File: config.mk
export PLATFORM = sky130hd
export DESIGN_NAME = id_ex_stage_flat
export DESIGN_NICKNAME = d
export VERILOG_FILES = /design/src/rtl/cpu_pkg.sv /design/src/rtl/id_ex_stage_if.sv /design/src/rtl/id_ex_hazard.sv /design/src/rtl/id_ex_stage.sv /design/src/flat_wrapper.sv
export SDC_FILE = /design/constraint.sdc
export NUM_CORES = 1
export LEC_CHECK = 0
export ABC_AREA = 1
export BUFFER_PORTS_ARGS = -buffer_cell sky130_fd_sc_hd__buf_4
export CORE_ASPECT_RATIO = 0.8
export CORE_MARGIN = 2
export CORE_UTILIZATION = 40
export DETAILED_ROUTE_END_ITERATION = 10
export PLACE_DENSITY = 0.72
export SLEW_MARGIN = 20
export SYNTH_ARGS = -nofsm -noshare
export SYNTH_HDL_FRONTEND = slang
export SYNTH_HIERARCHICAL = 1
export SYNTH_SLANG_ARGS = --single-unit
File: constraint.sdc
create_clock -name clk -period 1.55 [get_ports clk]
set_clock_uncertainty 0.05 [all_clocks]
set_input_delay 0.31 -clock clk [delete_from_list [all_inputs] [get_ports clk]]
set_output_delay 0.31 -clock clk [all_outputs]
set_load 0.1 [all_outputs]
File: src/rtl/cpu_pkg.sv
// Shared RV32I core definitions: opcodes, control-bundle bit map and the
// ID/EX register payload.
package cpu_pkg;

    localparam int XLEN   = 32;
    localparam int CTRL_W = 11;

    localparam logic [6:0] BR   = 7'b1100011;
    localparam logic [6:0] LOAD = 7'b0000011;
    localparam logic [6:0] SAVE = 7'b0100011;
    localparam logic [6:0] AR   = 7'b0110011;
    localparam logic [6:0] AI   = 7'b0010011;
    localparam logic [6:0] J    = 7'b1101111;
    localparam logic [6:0] Jr   = 7'b1100111;
    localparam logic [6:0] Lui  = 7'b0110111;
    localparam logic [6:0] Au   = 7'b0010111;
    localparam logic [6:0] Csr  = 7'b1110011;

    // Control bundle bit indices, bit 0 is the LSB of id_ctrl_i.
    localparam int C_IS_BRANCH = 0;
    localparam int C_MEM_READ  = 1;
    localparam int C_MEM2REG   = 2;
    localparam int C_ALU_OP    = 3;
    localparam int C_MEM_WEN   = 4;
    localparam int C_ALU_SRC   = 5;
    localparam int C_REG_WEN   = 6;
    localparam int C_IS_JAL    = 7;
    localparam int C_IS_JALR   = 8;
    localparam int C_IS_LUI    = 9;
    localparam int C_IS_AUIPC  = 10;

    typedef struct packed {
        logic              valid;
        logic [CTRL_W-1:0] ctrl;
        logic [XLEN-1:0]   pc;
        logic [XLEN-1:0]   imm;
        logic [XLEN-1:0]   rs1_data;
        logic [XLEN-1:0]   rs2_data;
        logic [4:0]        rs1;
        logic [4:0]        rs2;
        logic [4:0]        rd;
        logic [2:0]        funct3;
        logic              funct7b5;
    } ex_bundle_t;

endpackage

File: src/rtl/id_ex_stage_if.sv
// ID-side inputs and EX-side registered outputs of the ID/EX pipeline register.
// master = decode/testbench side, slave = id_ex_stage.
interface id_ex_stage_if;
    import cpu_pkg::*;

    logic              id_valid_i;
    logic [CTRL_W-1:0] id_ctrl_i;
    logic [XLEN-1:0]   id_pc_i;
    logic [XLEN-1:0]   id_imm_i;
    logic [XLEN-1:0]   id_rs1_data_i;
    logic [XLEN-1:0]   id_rs2_data_i;
    logic [4:0]        id_rs1_i;
    logic [4:0]        id_rs2_i;
    logic [4:0]        id_rd_i;
    logic [2:0]        id_funct3_i;
    logic              id_funct7b5_i;

    logic              ex_valid_o;
    logic [CTRL_W-1:0] ex_ctrl_o;
    logic [XLEN-1:0]   ex_pc_o;
    logic [XLEN-1:0]   ex_imm_o;
    logic [XLEN-1:0]   ex_rs1_data_o;
    logic [XLEN-1:0]   ex_rs2_data_o;
    logic [4:0]        ex_rs1_o;
    logic [4:0]        ex_rs2_o;
    logic [4:0]        ex_rd_o;
    logic [2:0]        ex_funct3_o;
    logic              ex_funct7b5_o;

    modport master (
        output id_valid_i, id_ctrl_i, id_pc_i, id_imm_i, id_rs1_data_i, id_rs2_data_i,
               id_rs1_i, id_rs2_i, id_rd_i, id_funct3_i, id_funct7b5_i,
        input  ex_valid_o, ex_ctrl_o, ex_pc_o, ex_imm_o, ex_rs1_data_o, ex_rs2_data_o,
               ex_rs1_o, ex_rs2_o, ex_rd_o, ex_funct3_o, ex_funct7b5_o
    );

    modport slave (
        input  id_valid_i, id_ctrl_i, id_pc_i, id_imm_i, id_rs1_data_i, id_rs2_data_i,
               id_rs1_i, id_rs2_i, id_rd_i, id_funct3_i, id_funct7b5_i,
        output ex_valid_o, ex_ctrl_o, ex_pc_o, ex_imm_o, ex_rs1_data_o, ex_rs2_data_o,
               ex_rs1_o, ex_rs2_o, ex_rd_o, ex_funct3_o, ex_funct7b5_o
    );

endinterface

File: src/rtl/id_ex_hazard.sv
// Combinational load-use detector: a load in EX whose rd is read by the
// valid instruction in ID. x0 never creates a dependency.
module id_ex_hazard (
    input  logic       i_ex_valid,
    input  logic       i_ex_mem_read,
    input  logic [4:0] i_ex_rd,
    input  logic       i_id_valid,
    input  logic [4:0] i_id_rs1,
    input  logic [4:0] i_id_rs2,
    input  logic       i_is_lui,
    input  logic       i_is_jal,
    input  logic       i_is_auipc,
    input  logic       i_alu_src,
    input  logic       i_mem_wen,
    input  logic       i_is_branch,
    output logic       o_hazard
);

    logic w_use_rs1;
    logic w_use_rs2;
    logic w_ex_load;

    assign w_use_rs1 = ~(i_is_lui | i_is_jal | i_is_auipc);
    assign w_use_rs2 = i_alu_src | i_mem_wen | i_is_branch;
    assign w_ex_load = i_ex_valid & i_ex_mem_read & (i_ex_rd != 5'd0);

    assign o_hazard = w_ex_load & i_id_valid &
                      ((w_use_rs1 & (i_id_rs1 == i_ex_rd)) |
                       (w_use_rs2 & (i_id_rs2 == i_ex_rd)));

endmodule

File: src/rtl/id_ex_stage.sv
// ID/EX pipeline register with load-use bubble insertion, flush and hold.
// Optional perf counters are enabled by defining ID_EX_PERF_EN.
module id_ex_stage
    import cpu_pkg::*;
(
    input  logic         clk,
    input  logic         rst_n,
    id_ex_stage_if.slave bus,
    input  logic         flush_i,
    input  logic         ex_hold_i,
    output logic         stall_o
`ifdef ID_EX_PERF_EN
    ,
    output logic [31:0]  bubble_cnt_o,
    output logic [31:0]  flush_cnt_o
`endif
);

    ex_bundle_t r_ex;
    ex_bundle_t w_id;
    logic       w_hazard;

    id_ex_hazard u_hazard (
        .i_ex_valid    (r_ex.valid),
        .i_ex_mem_read (r_ex.ctrl[C_MEM_READ]),
        .i_ex_rd       (r_ex.rd),
        .i_id_valid    (bus.id_valid_i),
        .i_id_rs1      (bus.id_rs1_i),
        .i_id_rs2      (bus.id_rs2_i),
        .i_is_lui      (bus.id_ctrl_i[C_IS_LUI]),
        .i_is_jal      (bus.id_ctrl_i[C_IS_JAL]),
        .i_is_auipc    (bus.id_ctrl_i[C_IS_AUIPC]),
        .i_alu_src     (bus.id_ctrl_i[C_ALU_SRC]),
        .i_mem_wen     (bus.id_ctrl_i[C_MEM_WEN]),
        .i_is_branch   (bus.id_ctrl_i[C_IS_BRANCH]),
        .o_hazard      (w_hazard)
    );

    always_comb begin
        w_id          = '0;
        w_id.valid    = bus.id_valid_i;
        w_id.ctrl     = bus.id_valid_i ? bus.id_ctrl_i : '0;
        w_id.pc       = bus.id_pc_i;
        w_id.imm      = bus.id_imm_i;
        w_id.rs1_data = bus.id_rs1_data_i;
        w_id.rs2_data = bus.id_rs2_data_i;
        w_id.rs1      = bus.id_rs1_i;
        w_id.rs2      = bus.id_rs2_i;
        w_id.rd       = bus.id_rd_i;
        w_id.funct3   = bus.id_funct3_i;
        w_id.funct7b5 = bus.id_funct7b5_i;
    end

    // Flush kills the ID instruction outright, so nothing upstream needs to wait.
    assign stall_o = rst_n & ~flush_i & (ex_hold_i | w_hazard);

    always_ff @(posedge clk) begin
        if (!rst_n) begin
            r_ex <= '0;
        end else if (flush_i) begin
            r_ex <= '0;
        end else if (!ex_hold_i) begin
            r_ex <= w_hazard ? '0 : w_id;
        end
    end

    assign bus.ex_valid_o    = r_ex.valid;
    assign bus.ex_ctrl_o     = r_ex.ctrl;
    assign bus.ex_pc_o       = r_ex.pc;
    assign bus.ex_imm_o      = r_ex.imm;
    assign bus.ex_rs1_data_o = r_ex.rs1_data;
    assign bus.ex_rs2_data_o = r_ex.rs2_data;
    assign bus.ex_rs1_o      = r_ex.rs1;
    assign bus.ex_rs2_o      = r_ex.rs2;
    assign bus.ex_rd_o       = r_ex.rd;
    assign bus.ex_funct3_o   = r_ex.funct3;
    assign bus.ex_funct7b5_o = r_ex.funct7b5;

`ifdef ID_EX_PERF_EN
    logic        w_bubble;
    logic [31:0] r_bubble_cnt;
    logic [31:0] r_flush_cnt;

    // Only count a bubble when it is actually written into the register.
    assign w_bubble = w_hazard & ~flush_i & ~ex_hold_i;

    always_ff @(posedge clk) begin
        if (!rst_n) begin
            r_bubble_cnt <= '0;
            r_flush_cnt  <= '0;
        end else begin
            if (w_bubble && (r_bubble_cnt != '1)) begin
                r_bubble_cnt <= r_bubble_cnt + 32'd1;
            end
            if (flush_i && (r_flush_cnt != '1)) begin
                r_flush_cnt <= r_flush_cnt + 32'd1;
            end
        end
    end

    assign bubble_cnt_o = r_bubble_cnt;
    assign flush_cnt_o  = r_flush_cnt;
`endif

endmodule

File: src/flat_wrapper.sv
// flat-port wrapper written by rule: the top's interface ports become plain ports
module id_ex_stage_flat import cpu_pkg::*;
  (clk, rst_n, flush_i, ex_hold_i, stall_o, bus_id_valid_i, bus_id_ctrl_i, bus_id_pc_i, bus_id_imm_i, bus_id_rs1_data_i, bus_id_rs2_data_i, bus_id_rs1_i, bus_id_rs2_i, bus_id_rd_i, bus_id_funct3_i, bus_id_funct7b5_i, bus_ex_valid_o, bus_ex_ctrl_o, bus_ex_pc_o, bus_ex_imm_o, bus_ex_rs1_data_o, bus_ex_rs2_data_o, bus_ex_rs1_o, bus_ex_rs2_o, bus_ex_rd_o, bus_ex_funct3_o, bus_ex_funct7b5_o);
  id_ex_stage_if bus_i ();
  input  logic clk;
  input  logic rst_n;
  input  logic flush_i;
  input  logic ex_hold_i;
  output logic stall_o;
  input wire logic [$bits(bus_i.id_valid_i)-1:0] bus_id_valid_i;
  input wire logic [$bits(bus_i.id_ctrl_i)-1:0] bus_id_ctrl_i;
  input wire logic [$bits(bus_i.id_pc_i)-1:0] bus_id_pc_i;
  input wire logic [$bits(bus_i.id_imm_i)-1:0] bus_id_imm_i;
  input wire logic [$bits(bus_i.id_rs1_data_i)-1:0] bus_id_rs1_data_i;
  input wire logic [$bits(bus_i.id_rs2_data_i)-1:0] bus_id_rs2_data_i;
  input wire logic [$bits(bus_i.id_rs1_i)-1:0] bus_id_rs1_i;
  input wire logic [$bits(bus_i.id_rs2_i)-1:0] bus_id_rs2_i;
  input wire logic [$bits(bus_i.id_rd_i)-1:0] bus_id_rd_i;
  input wire logic [$bits(bus_i.id_funct3_i)-1:0] bus_id_funct3_i;
  input wire logic [$bits(bus_i.id_funct7b5_i)-1:0] bus_id_funct7b5_i;
  output wire logic [$bits(bus_i.ex_valid_o)-1:0] bus_ex_valid_o;
  output wire logic [$bits(bus_i.ex_ctrl_o)-1:0] bus_ex_ctrl_o;
  output wire logic [$bits(bus_i.ex_pc_o)-1:0] bus_ex_pc_o;
  output wire logic [$bits(bus_i.ex_imm_o)-1:0] bus_ex_imm_o;
  output wire logic [$bits(bus_i.ex_rs1_data_o)-1:0] bus_ex_rs1_data_o;
  output wire logic [$bits(bus_i.ex_rs2_data_o)-1:0] bus_ex_rs2_data_o;
  output wire logic [$bits(bus_i.ex_rs1_o)-1:0] bus_ex_rs1_o;
  output wire logic [$bits(bus_i.ex_rs2_o)-1:0] bus_ex_rs2_o;
  output wire logic [$bits(bus_i.ex_rd_o)-1:0] bus_ex_rd_o;
  output wire logic [$bits(bus_i.ex_funct3_o)-1:0] bus_ex_funct3_o;
  output wire logic [$bits(bus_i.ex_funct7b5_o)-1:0] bus_ex_funct7b5_o;
  assign bus_i.id_valid_i = bus_id_valid_i;
  assign bus_i.id_ctrl_i = bus_id_ctrl_i;
  assign bus_i.id_pc_i = bus_id_pc_i;
  assign bus_i.id_imm_i = bus_id_imm_i;
  assign bus_i.id_rs1_data_i = bus_id_rs1_data_i;
  assign bus_i.id_rs2_data_i = bus_id_rs2_data_i;
  assign bus_i.id_rs1_i = bus_id_rs1_i;
  assign bus_i.id_rs2_i = bus_id_rs2_i;
  assign bus_i.id_rd_i = bus_id_rd_i;
  assign bus_i.id_funct3_i = bus_id_funct3_i;
  assign bus_i.id_funct7b5_i = bus_id_funct7b5_i;
  assign bus_ex_valid_o = bus_i.ex_valid_o;
  assign bus_ex_ctrl_o = bus_i.ex_ctrl_o;
  assign bus_ex_pc_o = bus_i.ex_pc_o;
  assign bus_ex_imm_o = bus_i.ex_imm_o;
  assign bus_ex_rs1_data_o = bus_i.ex_rs1_data_o;
  assign bus_ex_rs2_data_o = bus_i.ex_rs2_data_o;
  assign bus_ex_rs1_o = bus_i.ex_rs1_o;
  assign bus_ex_rs2_o = bus_i.ex_rs2_o;
  assign bus_ex_rd_o = bus_i.ex_rd_o;
  assign bus_ex_funct3_o = bus_i.ex_funct3_o;
  assign bus_ex_funct7b5_o = bus_i.ex_funct7b5_o;
  id_ex_stage u_core (.clk(clk), .rst_n(rst_n), .bus(bus_i), .flush_i(flush_i), .ex_hold_i(ex_hold_i), .stall_o(stall_o));
endmodule
Word level (Yosys, flattened, before mapping)
Index checks and enable logic that the tools add are counted.
Widths: inputs -> output; s select.
{"block": "word_totals", "regBits": 159, "latch_bits": 0, "ramBits": 0, "rom_bits": 0, "in_bits": 163, "wordCells": 34, "n_memories": 0}
{"block": "classes", "n_addsub": 0, "n_mul": 0, "div": 0, "magnitude_cmp": 0, "eq_ne": 2, "n_shift": 0, "muxes": 2, "bitwise": 17, "n_reduce_logical": 2}
{"op": "$mux 159", "count": 1}
{"op": "$mux 11", "count": 1}
{"op": "$eq 5x5->1", "count": 2}
{"op": "$and 1x1->1", "count": 8}
{"op": "$or 1x1->1", "count": 6}
{"op": "$reduce_bool 5->1", "count": 1}
{"op": "$not 1->1", "count": 3}
{"op": "$reduce_or 2->1", "count": 1}

Longest topological paths before layout
{"block": "logic_depth", "ltp_word": 8, "depth_mapped": 11, "depth_no_buf": 9}

Modules after synthesis
The synthesis kept the hierarchy.
{"module": "id_ex_stage", "n_inst": 1, "cells_each": 693, "area_per_inst_um2": 5524.0}
{"module": "id_ex_hazard", "n_inst": 1, "cells_each": 61, "area_per_inst_um2": 244.0}

Worst setup path before layout
OpenSTA, ideal clock, no wires.
{"block": "synth_path", "path_type": "reg2out", "from": "register u_core.r_ex (netlist bit u_core/bus.ex_rd_o[3])", "to": "output stall_o", "arrival_ns": 3.101, "required_ns": 1.190, "setup_slack_ns": -1.911, "stages_incl_launch_ff": 10, "n_path_buf": 1, "path_cell_list": "dfxtp_1 > inv_2 > nand2_2 > nand2_1 > nor2_1 > nand3_1 > a21oi_1 > nor2_4 > buf_2 > nor2_1"}
{"block": "synth_between", "elab_chain_cells": 6, "word_cells_on_any_way": 11}
{"element": "start: declaration", "line_no": "id_ex_stage.sv:19", "rtl": "ex_bundle_t r_ex;"}
{"element": "start signal: assignment", "line_no": "id_ex_stage.sv:63", "rtl": "r_ex <= w_hazard ? '0 : w_id;"}
{"element": "$eq 5x5->1, or another cell as far along", "line_no": "id_ex_hazard.sv:28", "rtl": "((w_use_rs1 & (i_id_rs1 == i_ex_rd)) |"}
{"element": "$and 1x1->1 (on tied branches)", "line_no": "id_ex_hazard.sv:28, id_ex_hazard.sv:25, id_ex_hazard.sv:29"}
{"element": "$or 1x1->1 / $and 1x1->1 (equally long branches)", "line_no": "id_ex_hazard.sv:28, id_ex_hazard.sv:27"}
{"element": "$and 1x1->1 *", "line_no": "id_ex_hazard.sv:27", "rtl": "assign o_hazard = w_ex_load & i_id_valid &"}
{"element": "net u_core.w_hazard", "line_no": "id_ex_stage.sv:21", "rtl": "logic w_hazard;"}
{"element": "$or 1x1->1 *", "line_no": "id_ex_stage.sv:55", "rtl": "assign stall_o = rst_n & ~flush_i & (ex_hold_i | w_hazard);"}
{"element": "$and 1x1->1 *", "line_no": "id_ex_stage.sv:55"}
{"element": "end: declaration", "line_no": "flat_wrapper.sv:9", "rtl": "output logic stall_o;"}
The timed path passes the listed nets; every way through them passes the cells marked *.

Worst setup path in the final report
Ends and elaborated chain as after synthesis.

==> summary.txt <==
Pwr
  – Clk network pwr share: 41.8%
  – Seq pwr share: 39.4%
  – Net Switching: 0.00316 W
  – Combinational share of power: 18.8%
  – PnR Total Power: 0.0108 W
  – Worst VDD drop: 0.000819 V
  – Power per cell area: 1170 nW/µm²
  – Internal power: 0.00769 W
  – Net Sw Frac: 29.1%
  – Pleak: 4.28 nW

Cells and area
  – Share of cells above drive strength 1: 37.4%
  – Final std cells w/o fill: 1271
  – Final #Nets: 1237
  – Multi-input logic area: 2240 µm²
  – Commonest non-fill, non-tap cells in the layout: buf_4, nand2_1, a21oi_1
  – Number of diodes: 0
  – Area growth, synth to finish: 60.3%
  – Final Util: 65.1%
  – FF+latch area: 3200 µm²
  – Layout fillers: 1228

Placed design
  – Port Buf Inserts: 322
  – DP Cell Count: 1236
  – Hpwl dp: 12.7 mm
  – Placer Congestion: 0.862

Worst setup path
  – Critical R2R Launch: u_core/bus.ex_rd_o[2]
  – Family with the most delay on the worst path: simple AND/OR/NAND/NOR gates
  – Data arrival, critical path: 1.70 ns
  – Peak per-stage delay on the critical path: 0.38 ns
  – R2R depth: 10
  – WP buf/inv: 2
  – Crit path max fanout: 5
  – WP data required: 1.19 ns
  – Crit start category: flip-flop
  – CP max-delay cell: dfxtp_4
  – CP Cell Sequence: inv_2, nand2_2, nand2_2, nor2_2, nand3_1, a21oi_2, nor2_4, nor2_4, buf_12
  – Worst path depth: 9
  – Crit Path Category: flip-flop to output pin
  – Crit path from: u_core/bus.ex_rd_o[3]
  – Crit path capture type: output pin

Clock tree
  – CTS tree: yes
  – Reg clk slew, reported paths: 0.07 ns
  – Num CTS Buffers: 17
  – Clk_lat worst skew: 0.42 ns
  – CTS Sinks: 159
  – CTS Root Buffer Type: clkbuf_16
  – H-tree depth: 4
  – Clk buf depth: 2

Global route
  – Met2 usage: 39.5%
  – Largest net degree at the start of global routing: 160
  – Most Crowded Layer GR: met2
  – Tot GR Track Use: 23.6%
  – Vias in the first global route: 5735
  – First-pass GRT wire length: 29.4 mm
  – Met1 Use GR: 27.8%
  – Grt ovf: 0
  – Met3 Usage GRT: 8.56%
  – Antenna violations before repair: 0

Routing
  – # DRC: 0
  – DR vias/cell: 4.71
  – Drt first pass iters: 4
  – Wire per inst: 14.5 µm
  – Final wirelength: 18.5 mm
  – Post-route ant nets: 0
  – Iter 0 DRT Violations: 314
  – Routed vias: 5981

STA
  – Relative slew slack: 49.0%
  – Final worst slack: -0.508 ns
  – Final setup vio count: 160
  – Final hold violation count: 0
  – Pins over their slew limit: 0
  – Unrepaired setup endpoints after global routing: yes
  – Final critical-path required period: 2.06 ns
  – Max Clk Rate: 486 MHz
  – Worst slew pin tran: 0.764 ns
  – Crit share post-route: 133%

Synth
  – Register area share after synthesis: 55.2%
  – Post-synth net total: 917
  – Register bit count reported by yosys: 159
  – Cells after Synth: 754
  – Syn_area_per_cell: 7.65 µm²
  – Yosys warns: 6
  – Post-Syn Area: 5770 µm²
  – Yosys cell types: 15

Hold path
  – Hold Crit Class: input pin to flip-flop
  – Hold_sp: bus_id_rd_i[4]
  – Hold path depth: 3

Die
  – Die height: 111 µm
  – Core area: 14200 µm²
  – Die Wd: 138 µm
  – # IOs: 323
  – # rows: 39
  – DIE AREA: 15400 µm²
  – Initial cell density of the core: 40.6%

Run status
  – Status: complete, but fails checks
  – Failing checks: setup timing

Job
  – Max cap viols: 0
## registers in the layout, summed over array words and instances, names as in the netlist
| name | count |
|---|---|
| u_core/bus.ex_imm_o | 32 |
| u_core/bus.ex_pc_o | 32 |
| u_core/bus.ex_rs1_data_o | 32 |
| u_core/bus.ex_rs2_data_o | 32 |
| u_core/bus.ex_ctrl_o | 11 |
| u_core/bus.ex_rd_o | 5 |
| u_core/bus.ex_rs1_o | 5 |
| u_core/bus.ex_rs2_o | 5 |
| u_core/bus.ex_funct3_o | 3 |
| u_core/bus.ex_funct7b5_o | 1 |
| u_core/bus.ex_valid_o | 1 |
## final timing paths
| check | to | slack [ns] |
|---|---|---|
| hold / removal | u_core/bus.ex_rd_o[4] | 0.09 |
| setup reg to reg | u_core/bus.ex_imm_o[13] | -0.30 |
| setup / recovery | stall_o | -0.51 |
| hold reg to reg | u_core/bus.ex_rs1_data_o[11] | 0.41 |
## per-layer routing
layer	wire length (µm)	vias up	part of all wire (%)
li1	-	3039	-
met1	7680	2692	42
met2	8790	219	48
met3	1560	31	8.5
met4	454	0	2.5
met5	0	-	0
## cells by family after synthesis
logic type	Yosys count	share of synthesized area (%)
compound gates	160	13.9
simple gates	365	24.4
buf+inv	70	6.57
flops	159	55.2
## worst reg2reg max path, delay by kind of cell (launching register included)
family	cells	cell delay, ns
buffers and inverters	3	0.58
AND/OR/NAND/NOR	5	0.56
flip-flops	1	0.36
AO/OA/AOI/OAI	2	0.21
## what timing repair did
action | CTS | global route
pin swaps | 0 | 1
setup buffers | 1 | 0
setup endpoints to repair | 150 | 160
hold buffers | 0 | 0
gates resized for setup | 12 | 3
cloned | 2 | 0
## area by class of cell
cell class | count | share of cell area (%)
clock inverter | 12 | 1.94
sequential | 159 | 34.7
tap | 184 | 2.49
multi-input combinational | 525 | 24.2
timing repair buffer | 354 | 31.0
inverter | 17 | 0.690
clock buffer | 20 | 5.06
## cell usage after synthesis
cell / n / share of area (%)
nand2_1: 338 / 22
a21oi_1: 160 / 14
dfxtp_1: 159 / 55
buf_2: 27 / 2.3
clkbuf_1: 15 / 0.98
nand3_1: 13 / 1.1
inv_1: 12 / 0.78
buf_6: 11 / 2.1
nor2_1: 8 / 0.52
inv_2: 5 / 0.33
nand4_1: 2 / 0.22
nand2_2: 1 / 0.11
nor2_2: 1 / 0.11
nor2_4: 1 / 0.20
nor3_1: 1 / 0.087
## stage by stage
stage	hold slack [ns]	setup WS (ns)	TNS [ns]	area, µm²
after floorplan	0.393	-0.536	-13.03	5810
after global placement	0.394	-0.287	-35.01	8470
after detailed placement	0.406	-0.314	-35.94	8470
after CTS	0.0636	-0.525	-32.44	9240
after global routing	0.0778	-0.616	-51.21	9250
final	0.0888	-0.508	-35.96	9250
## power by group through the flow
stage          clock (W)  combinational [W]  sequential [W]
2_1_floorplan          0           0.000416         0.00527
3_3_place_gp           0            0.00199         0.00436
3_5_place_dp           0            0.00200         0.00436
4_1_cts          0.00461            0.00204         0.00428
5_1_grt          0.00481            0.00214         0.00429
6_report         0.00453            0.00204         0.00428
Note: power is estimated with default switching activity, not from simulation.
